## config.mk

```make
export PLATFORM = sky130hd
export DESIGN_NAME = ring_round_robin_arbiter
export DESIGN_NICKNAME = d
export VERILOG_FILES = /design/src/rtl/ring_round_robin_arbiter.sv
export SDC_FILE = /design/constraint.sdc
export NUM_CORES = 1
export LEC_CHECK = 0
export BUFFER_PORTS_ARGS = -buffer_cell sky130_fd_sc_hd__clkbuf_2
export CAP_MARGIN = 40
export CORE_ASPECT_RATIO = 1.4
export CORE_MARGIN = 2
export CORE_UTILIZATION = 55
export CTS_CLUSTER_DIAMETER = 150
export DETAILED_ROUTE_END_ITERATION = 10
export PLACE_DENSITY = 0.92
export SLEW_MARGIN = 25
export SYNTH_ARGS = -nofsm -noshare
export SYNTH_HDL_FRONTEND = slang
export SYNTH_SLANG_ARGS = --single-unit
```

## constraint.sdc

```tcl
create_clock -name clk -period 4.4 [get_ports clk]
set_clock_uncertainty 0.15 [all_clocks]
set_input_delay 0.88 -clock clk [delete_from_list [all_inputs] [get_ports clk]]
set_output_delay 0.88 -clock clk [all_outputs]
set_load 0.05 [all_outputs]
```

## src/rtl/ring_round_robin_arbiter.sv

```systemverilog
// ring_round_robin_arbiter: N-way round-robin arbiter with rotating one-hot pointer, hold limit and pointer preset
module ring_round_robin_arbiter #(
  parameter int N = 4,
  parameter int MAX_HOLD = 8
) (
  input  logic                 clk,
  input  logic                 rst,
  input  logic [N-1:0]         req,
  input  logic                 preset_en,
  input  logic [N-1:0]         preset,
  output logic [N-1:0]         grant,
  output logic                 grant_valid,
  output logic [$clog2(N)-1:0] grant_id,
  output logic [7:0]           hold_cnt,
  output logic                 expired,
  output logic                 cfg_err
);
  localparam int W = $clog2(N);
  typedef enum logic {IDLE, GRANT} state_t;
  state_t state;
  logic [N-1:0] ptr;
  logic [W-1:0] ptr_id, win_id;
  logic [2*N-1:0] dbl;
  logic [W:0] off, sum;
  assign grant_valid = |grant;
  always_comb begin
    ptr_id = '0;
    for (int i = 0; i < N; i++) ptr_id = ptr[i] ? W'(i) : ptr_id;
  end
  // rotate req so the pointer position lands at bit 0, then the lowest set bit is the winner's offset
  always_comb begin
    dbl = {req, req} >> ptr_id;
    off = '0;
    for (int k = N - 1; k >= 0; k--) off = dbl[k] ? (W+1)'(k) : off;
    sum = {1'b0, ptr_id} + off;
    win_id = W'(sum >= (W+1)'(N) ? sum - (W+1)'(N) : sum);
  end
  always_ff @(posedge clk) begin
    if (rst) begin
      state <= IDLE;
      ptr <= N'(1);
      grant <= '0;
      grant_id <= '0;
      hold_cnt <= '0;
      expired <= 1'b0;
      cfg_err <= 1'b0;
    end else begin
      expired <= 1'b0;
      cfg_err <= preset_en && (state == GRANT || !$onehot(preset));
      if (state == IDLE) begin
        if (preset_en) begin
          if ($onehot(preset)) ptr <= preset;
        end else if (|req) begin
          state <= GRANT;
          grant <= N'(1) << win_id;
          grant_id <= win_id;
          hold_cnt <= 8'd1;
        end
      end else if (req[grant_id] && hold_cnt < 8'(MAX_HOLD)) begin
        hold_cnt <= hold_cnt + 8'd1;
      end else begin
        state <= IDLE;
        grant <= '0;
        grant_id <= '0;
        hold_cnt <= '0;
        ptr <= {grant[N-2:0], grant[N-1]};
        expired <= req[grant_id];
      end
    end
  end
endmodule

```

# --- Yosys cells after proc, flatten, opt, wreduce, memory -nomap -nowiden ---
# Index checks and enable logic that the tools add are counted.
word_totals:
  input_bits: 11
  word_cells: 65
  output_inout_bits: 17
  reg_bits: 21
op_classes:
  n_shift: 2
  n_eq_ne: 3
  bitwise_logic: 1
  n_reduce_logical: 13
  n_addsub: 6
  n_lt_le_gt_ge: 3
  mux: 30
ops:
  columns: ["op", "count"]
  rows:
  - ["$mux 4", 8]
  - ["$mux 8", 4]
  - ["$mux 2", 11]
  - ["$add 8x1->8 const B", 1]
  - ["$lt 8x4->1 const B", 1]
  - ["$reduce_or 4->1", 2]
  - ["$shr 8x2->4", 1]
  - ["$add 2x2->3", 2]
  - ["$mux 1", 6]
  - ["$reduce_and 3->1", 2]
  - ["$reduce_bool 2->1", 3]
  - ["$add 1x1->2", 2]
  - ["$shl 1x2->4 const A", 1]
  - ["$eq 3x1->1 const B", 1]
  - ["$ge 3x3->1 const B", 1]
  - ["$lt 2x3->1 const B", 1]
  - ["$reduce_or 3->1", 1]
  - ["$bmux 1 s2", 1]
  - ["$logic_and 1x1->1", 2]
  - ["$ne 2x1->1 const B", 1]
  - ["$ne 2x2->1 const B", 1]
  - ["$reduce_and 2->1", 1]
  - ["$sub 2x1->2 const B", 1]
  - ["$logic_not 1->1", 1]
  - ["2 further kinds", 2]

# --- Logic depth before layout (Yosys ltp) ---
depth:
  depth_word: 15
  ltp_mapped: 10
  mapped_depth_nobuf: 10

# --- Worst setup path after synthesis ---
# OpenSTA, ideal clock, no wires.
synth_timing:
  kind: "input port to flip-flop"
  from: "input preset[0]"
  to: "register ptr[1]"
  arrival_ns: 2.715
  setup_ns: 0.138
  path_slack_ns: 1.397
  n_path_buf: 0
  cell_stages: 9
  t_required_ns: 4.112
  path_cell_list: "inv_1 -> fa_1 -> inv_1 -> ha_1 -> ha_1 -> nor4b_1 -> nand2_1 -> a211oi_1 -> a211oi_1"
synth_via:
  elab_chain_len: 5
synth_rtl:
  columns: ["item", "line", "source"]
  rows:
  - ["start: declaration", "10", "input logic [N-1:0] preset,"]
  - ["$add 1x1->2 (not written as such)", "52", "if ($onehot(preset)) ptr <= preset;"]
  - ["$add 2x2->3 (not written as such)", "52", null]
  - ["$eq 3x1->1", "52", null]
  - ["$reduce_bool 2->1 (no line)", null, null]
  - ["$reduce_and 3->1 (no line)", null, null]
  - ["end signal: assignment", "52", null]
  - ["end signal: assignment", "66", "ptr <= {grant[N-2:0], grant[N-1]};"]
  - ["end: declaration", "21", "logic [N-1:0] ptr;"]
# No other way between the ends.
# A chain may end at the register's enable or synchronous reset.

# --- Worst setup path in the final report ---
layout_timing:
  from: "input preset[0]"
  to: "register ptr[3]"
# The elaborated chain is that of the path after synthesis.

==> impl_metrics.yaml <==
synth:
  synthAdderAreaFrac_pct: 6.43
  synth_top_area_share_pct: 36.7
  synth_edf_count: 0
  synth-simple-area-share_pct: 20.0
  yosysTopAreaCell: "dfxtp_1"
  synth_ff_type: "dfxtp_1"
  yosysWarnings: 0
  synthCells: 122
  synth_mux_area_share_pct: 5.86
  syn_nets: 138
  seq_area_frac_synth_pct: 36.7
  synth_compound_area_share_pct: 23.1
  syn_avg_cell_area_sq_um: 8.93
  synth_top_family_by_area: "compound AO/OA/AOI/OAI gates"
  synthDistinctLibCells: 42
  ys_seq_elements: 20
  ys_async_sr_fraction_pct: 0
  netlist_area_sq_mm: 0.00109
  netlist_top_cells_area: "dfxtp_1, nor2_1, ha_1, a211oi_1, inv_1"
  synth_xor_area_share_pct: 1.49
global_route:
  antenna_found_initial: 0
  grt_pass1_wl_um: 3820
  track_usage_pct: 20.3
  grt-ovfl-total: 0
  grt_max_degree: 14
  grt_pass1_vias: 877
finish:
  nets: 163
  layout_commonest_cell: "clkbuf_2"
  mostFrequentLayoutCells: "clkbuf_2, dfxtp_1, nor2_1, inv_1, a211oi_1"
  area.growth.synth_to_final_pct: 16.3
  drive_above_1_share_pct: 26.0
  stdcell_area_sq_mm: 0.00127
  stdcell_count: 167
  num_antenna_cells: 0
floorplanning:
  die-area_sq_mm: 0.00236
  die_h_um: 56.7
  core_area_sq_mm: 0.00193
  io_pins: 28
  dieWidth_um: 41.6
  initial_core_util_pct: 56.6
  rows: 19
sta:
  maxSlewViolCount: 0
  setup_viol_count_final: 0
  max_freq_mhz: 338
  hold_viol_final: 0
  rsz0062_at_grt: "false"
  worst_hold_slack_ns: 0.350
  fin_crit_sh_pct: 67.3
  slew_headroom_pct: 44.4
  period_needed_ns: 2.96
  worst_slew_pin_slew_ns: 0.826
  tns_ns: 0
cts:
  post-cts-setup-buffers: 0
  cts_hold_buf: 0
  h-tree-depth: 1
  cts-resized-gates: 0
  clk_latency_ns: 0.30
  clkSinkCount: 20
  cts_tree: "done"
  cts_root_buffer: "clkbuf_4"
  clk_pin_slew_ns: 0.12
  cts.path.max_buffers: 2
  cts_made_buffers: 3
detailed_routing:
  routed.top_layer: "met4"
  dr.first_iter.drc_count: 18
  routed-wl-met2_um: 1140
  drtPass1Iterations: 4
  detail_route.wl_per_cell_um: 13.9
  drt_wl_total_um: 2310
  dr_wl_met3_um: 108
  drcViolationCount: 0
  drt.antenna.violating_nets: 0
  wl_met1_um: 1020
  num_vias: 994
  via_per_inst: 5.95
run_status:
  status: "complete, no violations"
worst_setup_path:
  start_kind: "primary input"
  critPathCaptureType: "register"
  path_max_fanout: 6
  cp_slowest_cell: "fa_1"
  critPathMaxStageDelay_ns: 0.53
  arrival_ns: 2.99
  critical_path_required_ns: 4.43
  path_cells: "clkbuf_2, inv_1, fa_1, inv_1, ha_1, ha_1, nor4b_1, nand2_1, a211oi_1, a211oi_1"
  path_class: "primary input to register"
power:
  p_int_w: 0.000345
  switchingPower_w: 0.000187
  clockPowerShare_pct: 28.0
  ir_worst_vdd_v: 0.000297
  pwr-share-comb_pct: 31.8
  p_leak_nw: 0.580
  power_density_mw_per_mm2: 419
  p_sw_share_pct: 35.2
  sequentialPowerShare_pct: 40.1
placed_design:
  dp_hpwl_um: 1760
  dp_cells: 163
  dpl_cell_area_sq_mm: 0.00121
  gp_routability_congestion: 0.804
  port-buffer-count: 27
flow_run:
  cap_violations: 0
worst_hold_path:
  hold_class: "register to register"
[state kept, by name, indices dropped and copies added (netlist names)]
name and count:
expired 1, state 1, grant 4, cfg_err 1, hold_cnt 8, grant_id 2
ptr 3
[per-stage QoR]
stage               utilization [%]  power, W  setup WS (ns)
floorplan                         -  0.000350           1.40
global placement               63.1  0.000380           1.23
detailed placement             63.1  0.000386           1.11
CTS                            65.8  0.000532           1.43
global route                   65.8  0.000558           1.15
finish                         65.8  0.000532           1.44
[final timing paths]
kind                from     endpoint  slack [ns]  cells after the start
max            preset[0]       ptr[3]        1.44                     10
max reg2reg       ptr[3]     grant[3]        2.36                      7
min reg2reg  hold_cnt[5]  hold_cnt[5]        0.35                      1
min          hold_cnt[5]  hold_cnt[5]        0.35                      1
[critical path: cells and delay by family]
family                   cells  cell delay, ns
AND/OR/NAND/NOR              2            0.60
buffers and inverters        3            0.15
adder cells (fa/ha/maj)      3            0.97
AO/OA/AOI/OAI                2            0.38
[kinds of logic after synthesis]
| logic type | count (synthesis) |
|---|---|
| AO/OA/AOI/OAI | 33 |
| multiplexers | 5 |
| adder cells (fa/ha/maj) | 5 |
| buffers and inverters | 16 |
| XOR/XNOR | 1 |
| AND/OR/NAND/NOR | 42 |
| flip-flops | 20 |
[synthesized netlist by cell type (2+ instances only)]
cell,count
dfxtp_1,20
nor2_1,16
inv_1,9
a211oi_1,6
a21oi_1,5
nand2_1,5
o21ai_0,5
and2_1,4
clkbuf_1,4
ha_1,4
mux2i_1,3
nor3_1,3
nor4_1,3
a22o_1,2
a2bb2oi_1,2
a32o_2,2
buf_2,2
nand3b_1,2
o2bb2ai_1,2
[power by group through the flow]
stage	sequential, W	combinational [W]	clock (W)
6_report	0.000213	0.000169	0.000149
5_1_grt	0.000216	0.000185	0.000157
4_1_cts	0.000213	0.000169	0.000150
3_5_place_dp	0.000217	0.000168	0
3_3_place_gp	0.000216	0.000164	0
2_1_floorplan	0.000243	0.000107	0
[area by class of cell]
cell class              instances  area, sq um
multi-input cells              86          619
inverters                       9         33.8
repair buffers                 27          135
flip-flops and latches         20          400
well taps                      21         26.3
fillers                       171          658
clock inverters                 1         30.0
clock buffers                   3         22.5
[layer usage]
layer | up-vias | track usage, %
met5 | - | 0
met3 | 6 | 2.25
li1 | 494 | -
met1 | 460 | 25.5
met2 | 34 | 35.5
met4 | 0 | 6.91
(Power assumes the default switching activity.)
